### config.mk
export PLATFORM = sky130hd
export DESIGN_NAME = uart_tx_ctrl
export DESIGN_NICKNAME = d
export VERILOG_FILES = /design/src/rtl/uart_tx_ctrl_pkg.sv /design/src/rtl/uart_tx_ctrl_sync_fifo.sv /design/src/rtl/uart_tx_ctrl.sv
export SDC_FILE = /design/constraint.sdc
export NUM_CORES = 1
export LEC_CHECK = 0
export CORE_MARGIN = 2
export CORE_UTILIZATION = 33
export DETAILED_ROUTE_END_ITERATION = 8
export GPL_TIMING_DRIVEN = 0
export MAX_ROUTING_LAYER = met4
export PLACE_DENSITY_LB_ADDON = 0.08
export SYNTH_ARGS = -nofsm -noshare
export SYNTH_HDL_FRONTEND = slang
export SYNTH_SLANG_ARGS = --single-unit
### constraint.sdc
create_clock -name clk -period 3 [get_ports clk]
set_input_delay 0.6 -clock clk [delete_from_list [all_inputs] [get_ports clk]]
set_output_delay 0.6 -clock clk [all_outputs]
set_load 0.03 [all_outputs]
### src/rtl/uart_tx_ctrl_pkg.sv
// uart_tx_ctrl_pkg: register addresses and STATUS/CTRL bit positions for the UART transmit controller
package uart_tx_ctrl_pkg;
    localparam logic [29:0] DATA_WADDR = 30'h2c000000;
    localparam logic [29:0] CTRL_WADDR = 30'h2c000001;
    localparam int ST_FULL      = 0;
    localparam int ST_EMPTY     = 1;
    localparam int ST_COUNT_LSB = 4;
    localparam int ST_OVF       = 8;
    localparam int ST_IRQEN     = 9;
    localparam int CT_IRQEN     = 0;
    localparam int CT_CLROVF    = 1;
    localparam int CT_FLUSH     = 2;
endpackage

### src/rtl/uart_tx_ctrl_sync_fifo.sv
// sync_fifo: power-of-two byte FIFO with push-when-full-and-popping and flush priority
module sync_fifo #(
    parameter int DEPTH = 8,
    parameter int AW    = 3,
    parameter int WIDTH = 8
) (
    input  logic             clk,
    input  logic             rst,
    input  logic             push,
    input  logic             pop,
    input  logic             flush,
    input  logic [WIDTH-1:0] din,
    output logic [WIDTH-1:0] dout,
    output logic [AW:0]      count,
    output logic             full,
    output logic             empty
);
    logic [WIDTH-1:0] mem [DEPTH];
    logic [AW-1:0]    rd_ptr, wr_ptr;
    logic             do_push, do_pop;

    assign empty   = count == '0;
    assign full    = count == (AW+1)'(DEPTH);
    assign do_pop  = pop & ~empty & ~flush;
    // a full FIFO still accepts when the head leaves in the same cycle
    assign do_push = push & (~full | do_pop) & ~flush;
    assign dout    = mem[rd_ptr];

    always_ff @(posedge clk or negedge rst) begin
        if (!rst) begin
            rd_ptr <= '0;
            wr_ptr <= '0;
            count  <= '0;
        end else if (flush) begin
            rd_ptr <= '0;
            wr_ptr <= '0;
            count  <= '0;
        end else begin
            rd_ptr <= rd_ptr + AW'(do_pop);
            wr_ptr <= wr_ptr + AW'(do_push);
            count  <= count + (AW+1)'(do_push) - (AW+1)'(do_pop);
        end
    end

    always_ff @(posedge clk)
        if (do_push) mem[wr_ptr] <= din;
endmodule

### src/rtl/uart_tx_ctrl.sv
// uart_tx_ctrl: memory-mapped transmit FIFO feeding a UART serializer, with STATUS/CTRL and TX-empty irq
module uart_tx_ctrl #(
    parameter int          DEPTH      = 8,
    parameter int          AW         = 3,
    parameter logic [29:0] DATA_WADDR = uart_tx_ctrl_pkg::DATA_WADDR,
    parameter logic [29:0] CTRL_WADDR = uart_tx_ctrl_pkg::CTRL_WADDR
) (
    input  logic        clk,
    input  logic        rst,
    input  logic        we,
    input  logic [29:0] addr,
    input  logic [31:0] wdata,
    output logic [31:0] rdata,
    output logic [7:0]  tx_data,
    output logic        tx_valid,
    input  logic        tx_ready,
    output logic        irq
);
    import uart_tx_ctrl_pkg::*;

    logic          we_d, irq_en, overflow;
    logic          wr_evt, data_evt, ctrl_evt, flush, pop, full, empty, nxt_zero;
    logic [AW:0]   count;
    logic [31:0]   status;

    // one event per store, however long we stays high
    assign wr_evt   = we & ~we_d;
    assign data_evt = wr_evt & (addr == DATA_WADDR);
    assign ctrl_evt = wr_evt & (addr == CTRL_WADDR);
    assign flush    = ctrl_evt & wdata[CT_FLUSH];
    assign tx_valid = ~empty;
    assign pop      = tx_valid & tx_ready;
    assign nxt_zero = flush | (empty & ~data_evt) | (count == (AW+1)'(1) & pop & ~data_evt);

    sync_fifo #(.DEPTH(DEPTH), .AW(AW), .WIDTH(8)) u_fifo (
        .clk   (clk),
        .rst   (rst),
        .push  (data_evt),
        .pop   (pop),
        .flush (flush),
        .din   (wdata[7:0]),
        .dout  (tx_data),
        .count (count),
        .full  (full),
        .empty (empty)
    );

    always_ff @(posedge clk or negedge rst) begin
        if (!rst) begin
            we_d     <= 1'b0;
            irq_en   <= 1'b0;
            overflow <= 1'b0;
            irq      <= 1'b0;
        end else begin
            we_d     <= we;
            irq_en   <= ctrl_evt ? wdata[CT_IRQEN] : irq_en;
            overflow <= (ctrl_evt & wdata[CT_CLROVF]) ? 1'b0 : (data_evt & full & ~tx_ready) ? 1'b1 : overflow;
            irq      <= irq_en & nxt_zero;
        end
    end

    always_comb begin
        status                       = '0;
        status[ST_FULL]              = full;
        status[ST_EMPTY]             = empty;
        status[ST_COUNT_LSB +: 4]    = 4'(count);
        status[ST_OVF]               = overflow;
        status[ST_IRQEN]             = irq_en;
        rdata                        = (addr == CTRL_WADDR) ? status : '0;
    end
endmodule

==> impl_metrics.yaml, run 1 <==
power:
  p_int_mw: 2.21
  power_density_mw_per_mm2: 682
  p_leak_nw: 1.80
  swShare_pct: 33.1
  fin_total_pwr_mw: 3.30
  p_seq_share_pct: 38.7
  ir_worst_vdd_mv: 0.303
  pwr-share-comb_pct: 36.9
  power.net_switching_mw: 1.09
  p_clk_share_pct: 24.3
finish:
  area_delta_synth_final_pct: 31.7
  diodes: 0
  final_nets: 402
  utilization_pct: 44.6
  drive_above_1_share_pct: 32.8
critical_path:
  cp_top_family: "simple AND/OR/NAND/NOR gates"
  r2r_start: "u_fifo.count[2]"
  critPathMaxFanout: 5
  path_buf_inv: 3
  rrSetupSlack_ns: 0.55
  crit_required_ns: 2.40
  worst_r2r_endpoint: "u_fifo.mem[7][4]"
  path_class: "in2out"
  max_stage_delay_ns: 0.44
  r2r_cells: 6
  crit_path_start: "addr[17]"
  worstPathCellList: "clkdlybuf4s50_1 > nor4_4 > buf_4 > nand2_2 > nor3_4 > and2_1 > buf_2"
  critPathCapture: "rdata[9]"
  cp_slowest_cell: "clkdlybuf4s50_1"
  critPathLaunchType: "input port"
  cp.depth: 7
  crit_path_end_kind: "output port"
  critPathArrivalTime_ns: 2.28
sta:
  period_share_pct: 95.9
  min_period_ns: 2.88
  finalSetupViolations: 0
  fmax_mhz: 348
  skew_ns: 0.00920
  maxSlewViolCount: 0
  slew_headroom_pct: 51.9
  finalHoldViolCount: 0
  finalSetupTns_ns: 0
  grt_setup_unrepaired: "yes"
  tightest_slew_ns: 0.721
run_status:
  outcome: "finished, final reports clean"
global_routing:
  grt_pass1_vias: 2189
  grt_max_degree: 15
  grt_usage_pct: 14.1
  grt_overflow_total: 0
  grt_pass1_wl_mm: 11.7
  grt_antenna_before_repair: 0
detailed_routing:
  routed_wl_mm: 7.78
  vias_per_cell: 4.56
  first_pass_iters: 4
  route.detailed.drc: 0
  vias: 2151
  first_iter_violations: 44
  ant_nets: 0
  routedWlPerCell_um: 16.5
logic_synthesis:
  ys_ff_latch: 78
  synth_top_family_by_area: "multiplexers"
  avgSynthCellArea_um2: 16.1
  yosys.area_share.simple_pct: 12.5
  muxShareOfSynthArea_pct: 12.9
  yosysWarnings: 0
  synthAdderAreaFrac_pct: 3.28
  syn_inst: 228
  synth_area_mm2: 0.00367
  synth-xor-area-share_pct: 1.19
  synth_compound_area_share_pct: 1.57
  ys_types: 39
  ys_seq_area_share_pct: 62.0
clocking:
  cts_max_level: 3
  cts_tree: "built"
  clockBufferDepth: 2
  cts_made_buffers: 9
  clk-insertion-delay-late_ns: 0.35
  cts.sinks: 78
  path_clk_slew_ns: 0.08
  cts-root-buf: "clkbuf_8"
place:
  gp_congestion: 0.710
  hpwl_mm: 5.19
  io_buffers: 59
min_path:
  hold_path.class: "reg2reg"
  worstHoldPathCells: 1
floorplanning:
  initial_core_util_pct: 33.8
  die_x_um: 109
  placementRows: 38
  dieArea_mm2: 0.0120
  core_area_mm2: 0.0108
  design.portCount: 108
  die_h_um: 109
flow_run:
  cap_violations: 0
through the flow:
stage	worst slack [ns]	hold slack (ns)	instance area, um^2	std cells
final	0.124	0.583	4830	472
after global routing	-0.00455	0.600	4830	472
after CTS	0.0101	0.579	4760	466
after detailed placement	-0.710	0.554	4520	450
after global placement	-0.716	0.553	4520	450
after floorplan	0.112	0.304	3750	251
sequential cells by signal (all words and copies together), names as in the netlist:
signal	cells
u_fifo.wr_ptr	3
u_fifo.rd_ptr	3
overflow	1
u_fifo.mem	64
irq	1
irq_en	1
u_fifo.count	4
we_d	1
metal layers:
metal / part of all wire (%) / GRT usage, % / vias up
li1: - / - / 1022
met1: 43 / 16.7 / 1062
met2: 51 / 23.5 / 57
met3: 4.0 / 3.02 / 10
met4: 1.5 / 5.70 / 0
met5: 0 / - / -
cell usage in the layout (no fill, tap or decap), drive strengths merged, types with 3 or more instances in the layout:
| master | netlist | final |
|---|---|---|
| ha | 8 | 8 |
| nand4 | 3 | 3 |
| nor2 | 12 | 12 |
| buf | 28 | 42 |
| edfxtp | 64 | 64 |
| nand2 | 4 | 4 |
| nor3b | 3 | 3 |
| clkinvlp | 0 | 3 |
| dlygate4sd2 | 0 | 8 |
| xnor2 | 4 | 4 |
| dfrtp | 14 | 14 |
| clkdlybuf4s50 | 0 | 43 |
| nand2b | 6 | 6 |
| and2 | 4 | 4 |
| conb | 1 | 24 |
| mux2 | 10 | 10 |
| nor4 | 10 | 10 |
| inv | 7 | 9 |
| nor2b | 6 | 6 |
| mux4 | 16 | 16 |
| a21oi | 3 | 3 |
| clkbuf | 3 | 13 |
| nor3 | 6 | 6 |
worst min path at each step:
stage	from	endpoint	slack, ns
global route	irq_en	irq	0.60
floorplan	rst	irq	0.30
CTS	overflow	overflow	0.58
global placement	irq_en	irq_en	0.55
detailed placement	overflow	overflow	0.55
finish	irq_en	irq_en	0.58
cell type report:
type                       count  area, um^2
fill                         981        6010
sequential                    78        2270
multi-input combinational    135        1320
timing repair buffer          66         604
buffer                        30         233
tap                          140         175
clock buffer                  10         128
clock inverter                 6        70.1
inverter                       7        26.3
cell usage after synthesis, drive strengths merged:
master,n,area share (%)
a21oi,3,0.41
conb,1,0.10
nor3b,3,0.61
clkbuf,3,0.31
dfrtp,14,9.6
or4b,2,0.75
nor4b,1,0.41
and2,4,0.68
nor2b,6,1.0
nand4,3,0.92
a2bb2oi,1,0.24
inv,7,0.72
ha,8,2.7
xor2,1,0.24
nand2b,6,1.0
or3b,1,0.24
mux4,16,9.8
nor3,6,1.1
a21o,1,0.20
nand3,1,0.14
xnor2,4,0.96
nor4,10,3.1
nand3b,1,0.20
o221a,1,0.31
o31ai,2,0.41
fa,1,0.55
nand2,4,0.41
and3,1,0.17
edfxtp,64,52
nor4bb,1,0.27
buf,28,5.5
nor2,12,1.2
or2,1,0.17
mux2,10,3.1
cell families (layout without fill, tap and decap cells):
logic type | Yosys count | after routing
AND/OR/NAND/NOR | 63 | 63
multiplexers | 26 | 26
other | 1 | 24
buffers and inverters | 38 | 119
AO/OA/AOI/OAI | 8 | 8
flip-flops | 78 | 78
XOR/XNOR | 5 | 5
adder cells (fa/ha/maj) | 9 | 9
power by group through the flow:
stage | clock, mW | combinational (mW) | sequential (mW)
detailed placement | 0 | 1.29 | 1.28
CTS | 0.821 | 1.23 | 1.28
finish | 0.802 | 1.22 | 1.28
global route | 0.852 | 1.34 | 1.29
floorplan | 0 | 0.901 | 1.27
global placement | 0 | 1.28 | 1.28
repair_timing:
action / in CTS / in global routing
setup buffers: 1 / 6
resized for setup: 61 / 20
hold buffers: 0 / 0
setup endpoints to repair: 80 / 17
endpoints found under the hold margin: 0 / 0
pin swaps: 1 / 8
Power figures use the tool's default switching activity.
==> run 2: changes to the inputs <==
REMOVE_ABC_BUFFERS = 1   (was unset)
==> run 2 against run 1 <==
  * Critical path type is now reg2out
  * Utilization down 1.4 points
  * Largest cell class unchanged
  * Maximum frequency down 1.8%
  * Via count down 4.0%
  * Setup slack worse by 0.053 ns
==> impl_metrics.yaml, run 2 (synthesized netlist as in run 1, its figures left out) <==
power:
  p_clk_share_pct: 21.0
  p_int_mw: 2.23
  swShare_pct: 32.4
  power_density_mw_per_mm2: 705
  power.net_switching_mw: 1.07
  p_leak_nw: 1.66
  pwr-share-comb_pct: 37.7
  fin_total_pwr_mw: 3.30
  p_seq_share_pct: 41.2
  ir_worst_vdd_mv: 0.406
sta:
  finalSetupTns_ns: 0
  tightest_slew_ns: 0.744
  finalHoldViolCount: 0
  grt_setup_unrepaired: "yes"
  fmax_mhz: 341
  fin_ws_ns: 0.0711
  slew_headroom_pct: 50.3
  finalSetupViolations: 0
  skew_ns: 0.0169
  maxSlewViolCount: 0
  min_period_ns: 2.93
  period_share_pct: 97.6
floorplanning:
  placementRows: 38
  design.portCount: 108
  die_h_um: 109
  initial_core_util_pct: 33.8
  dieArea_mm2: 0.0120
  die_x_um: 109
  core_area_mm2: 0.0108
critical_path:
  worst_r2r_endpoint: "u_fifo.count[1]"
  cp_slowest_cell: "clkdlybuf4s50_1"
  path_class: "reg2out"
  worstPathCellList: "buf_12 > mux4_2 > mux2_2 > clkdlybuf4s50_1"
  cp_top_family: "multiplexers"
  rrSetupSlack_ns: 0.49
  critPathMaxFanout: 5
  r2r_start: "we_d"
  max_stage_delay_ns: 0.60
  critPathArrivalTime_ns: 2.33
  critPathLaunchType: "flop"
  r2r_cells: 7
  crit_path_start: "u_fifo.rd_ptr[0]"
  path_buf_inv: 2
  critPathCapture: "tx_data[2]"
  cp.depth: 4
  crit_path_end_kind: "output port"
  crit_required_ns: 2.40
global_routing:
  grt_pass1_vias: 2039
  grt_overflow_total: 0
  grt_antenna_before_repair: 0
  grt_usage_pct: 13.4
  grt_pass1_wl_mm: 11.1
  grt_max_degree: 18
place:
  gp_congestion: 0.693
  placed_area_mm2: 0.00431
  post-place-ws_ns: -1.38
  hpwl_mm: 4.77
  io_buffers: 59
detailed_routing:
  first_iter_violations: 71
  vias_per_cell: 4.66
  route.detailed.drc: 0
  routedWlPerCell_um: 16.5
  routed_wl_mm: 7.32
  vias: 2066
  first_pass_iters: 4
  ant_nets: 0
clocking:
  cts_hold_buf: 0
  cts-root-buf: "clkbuf_8"
  cts_made_buffers: 9
  cts_max_level: 3
  clockBufferDepth: 2
  cts.sinks: 78
  path_clk_slew_ns: 0.08
  cts_tree: "built"
  clk-insertion-delay-late_ns: 0.35
finish:
  diodes: 0
  layout_commonest_cell: "edfxtp_1"
  drive_above_1_share_pct: 27.4
  largest_register_ffs: 64
  regArea_mm2: 0.00228
  fill_cells: 1008
  multi_input_area_mm2: 0.00136
  postLayoutCellArea_mm2: 0.00468
  final_cell_mix: "edfxtp_1 (64), clkdlybuf4s50_1 (49), conb_1 (24)"
  final_nets: 373
  reg_top3: "u_fifo.mem: 64 flops, u_fifo.count: 4 flops"
  regMostFlops: "u_fifo.mem"
  area_delta_synth_final_pct: 27.5
min_path:
  hold_start: "irq_en"
  hold_path.class: "reg2reg"
run_status:
  outcome: "finished, final reports clean"
flow_run:
  cap_violations: 0
## run 2: cell types whose count changed in the layout (fill, tap and decap cells not counted), moves of 3 or more
cell             before  now
nor2_2                6    3
nor2_4                0    3
clkdlybuf4s50_1      43   49
buf_4                34    3
dlygate4sd2_1         8    0
buf_12                0    4
clkbuf_2              0    4
## run 2: worst min path at each step
stage / cells past startpoint / slack, ns / end
6_report: 1 / 0.57 / irq_en
5_1_grt: 2 / 0.59 / overflow
4_1_cts: 2 / 0.57 / overflow
3_5_place_dp: 2 / 0.56 / u_fifo.wr_ptr[2]
3_3_place_gp: 2 / 0.56 / u_fifo.wr_ptr[2]
2_1_floorplan: 0 / 0.30 / irq
## run 2: worst register-to-register path, cell delays in order, from the launching register on
cell     delay (ns)
dfrtp_1        0.39
nor4b_2        0.36
nand4_4        0.22
o31ai_4        0.32
mux2_4         0.33
ha_2           0.20
fa_2           0.51
nor2b_1        0.13
## run 2: stage by stage
step | cells | hold WS (ns) | utilization (%)
after global routing | 443 | 0.595 | 43.1
after floorplan | 220 | 0.304 | -
final | 443 | 0.569 | 43.1
after global placement | 419 | 0.556 | 39.7
after CTS | 442 | 0.573 | 42.7
after detailed placement | 419 | 0.556 | 39.7
## run 2: what timing repair did
| action | CTS | global route |
|---|---|---|
| setup endpoints to repair | 90 | 65 |
| setup buffers | 7 | 1 |
| endpoints found under the hold margin | 0 | 0 |
| gates resized for setup | 32 | 33 |
| pin swaps | 2 | 5 |
## run 2: area by class of cell
cell class	count	share of cell area, %
Sequential cell	78	48.7
Multi-Input combinational cell	135	29.0
Timing Repair Buffer	67	14.4
Tap cell	140	3.75
Clock buffer	12	2.89
Clock inverter	4	0.696
Inverter	7	0.562
## run 2: routing by layer
layer | vias up | track usage (%) | part of all wire (%)
met5 | - | - | 0
met4 | 0 | 6.24 | 1.6
met3 | 10 | 2.37 | 5.0
met2 | 79 | 19.9 | 48
met1 | 1017 | 17.8 | 46
li1 | 960 | - | -
## run 2: power by group through the flow
stage	registers [mW]	logic [mW]	clock network [mW]
finish	1.36	1.25	0.694
global route	1.37	1.35	0.750
CTS	1.36	1.24	0.716
detailed placement	1.44	1.06	0
global placement	1.44	1.06	0
floorplan	1.36	0.759	0
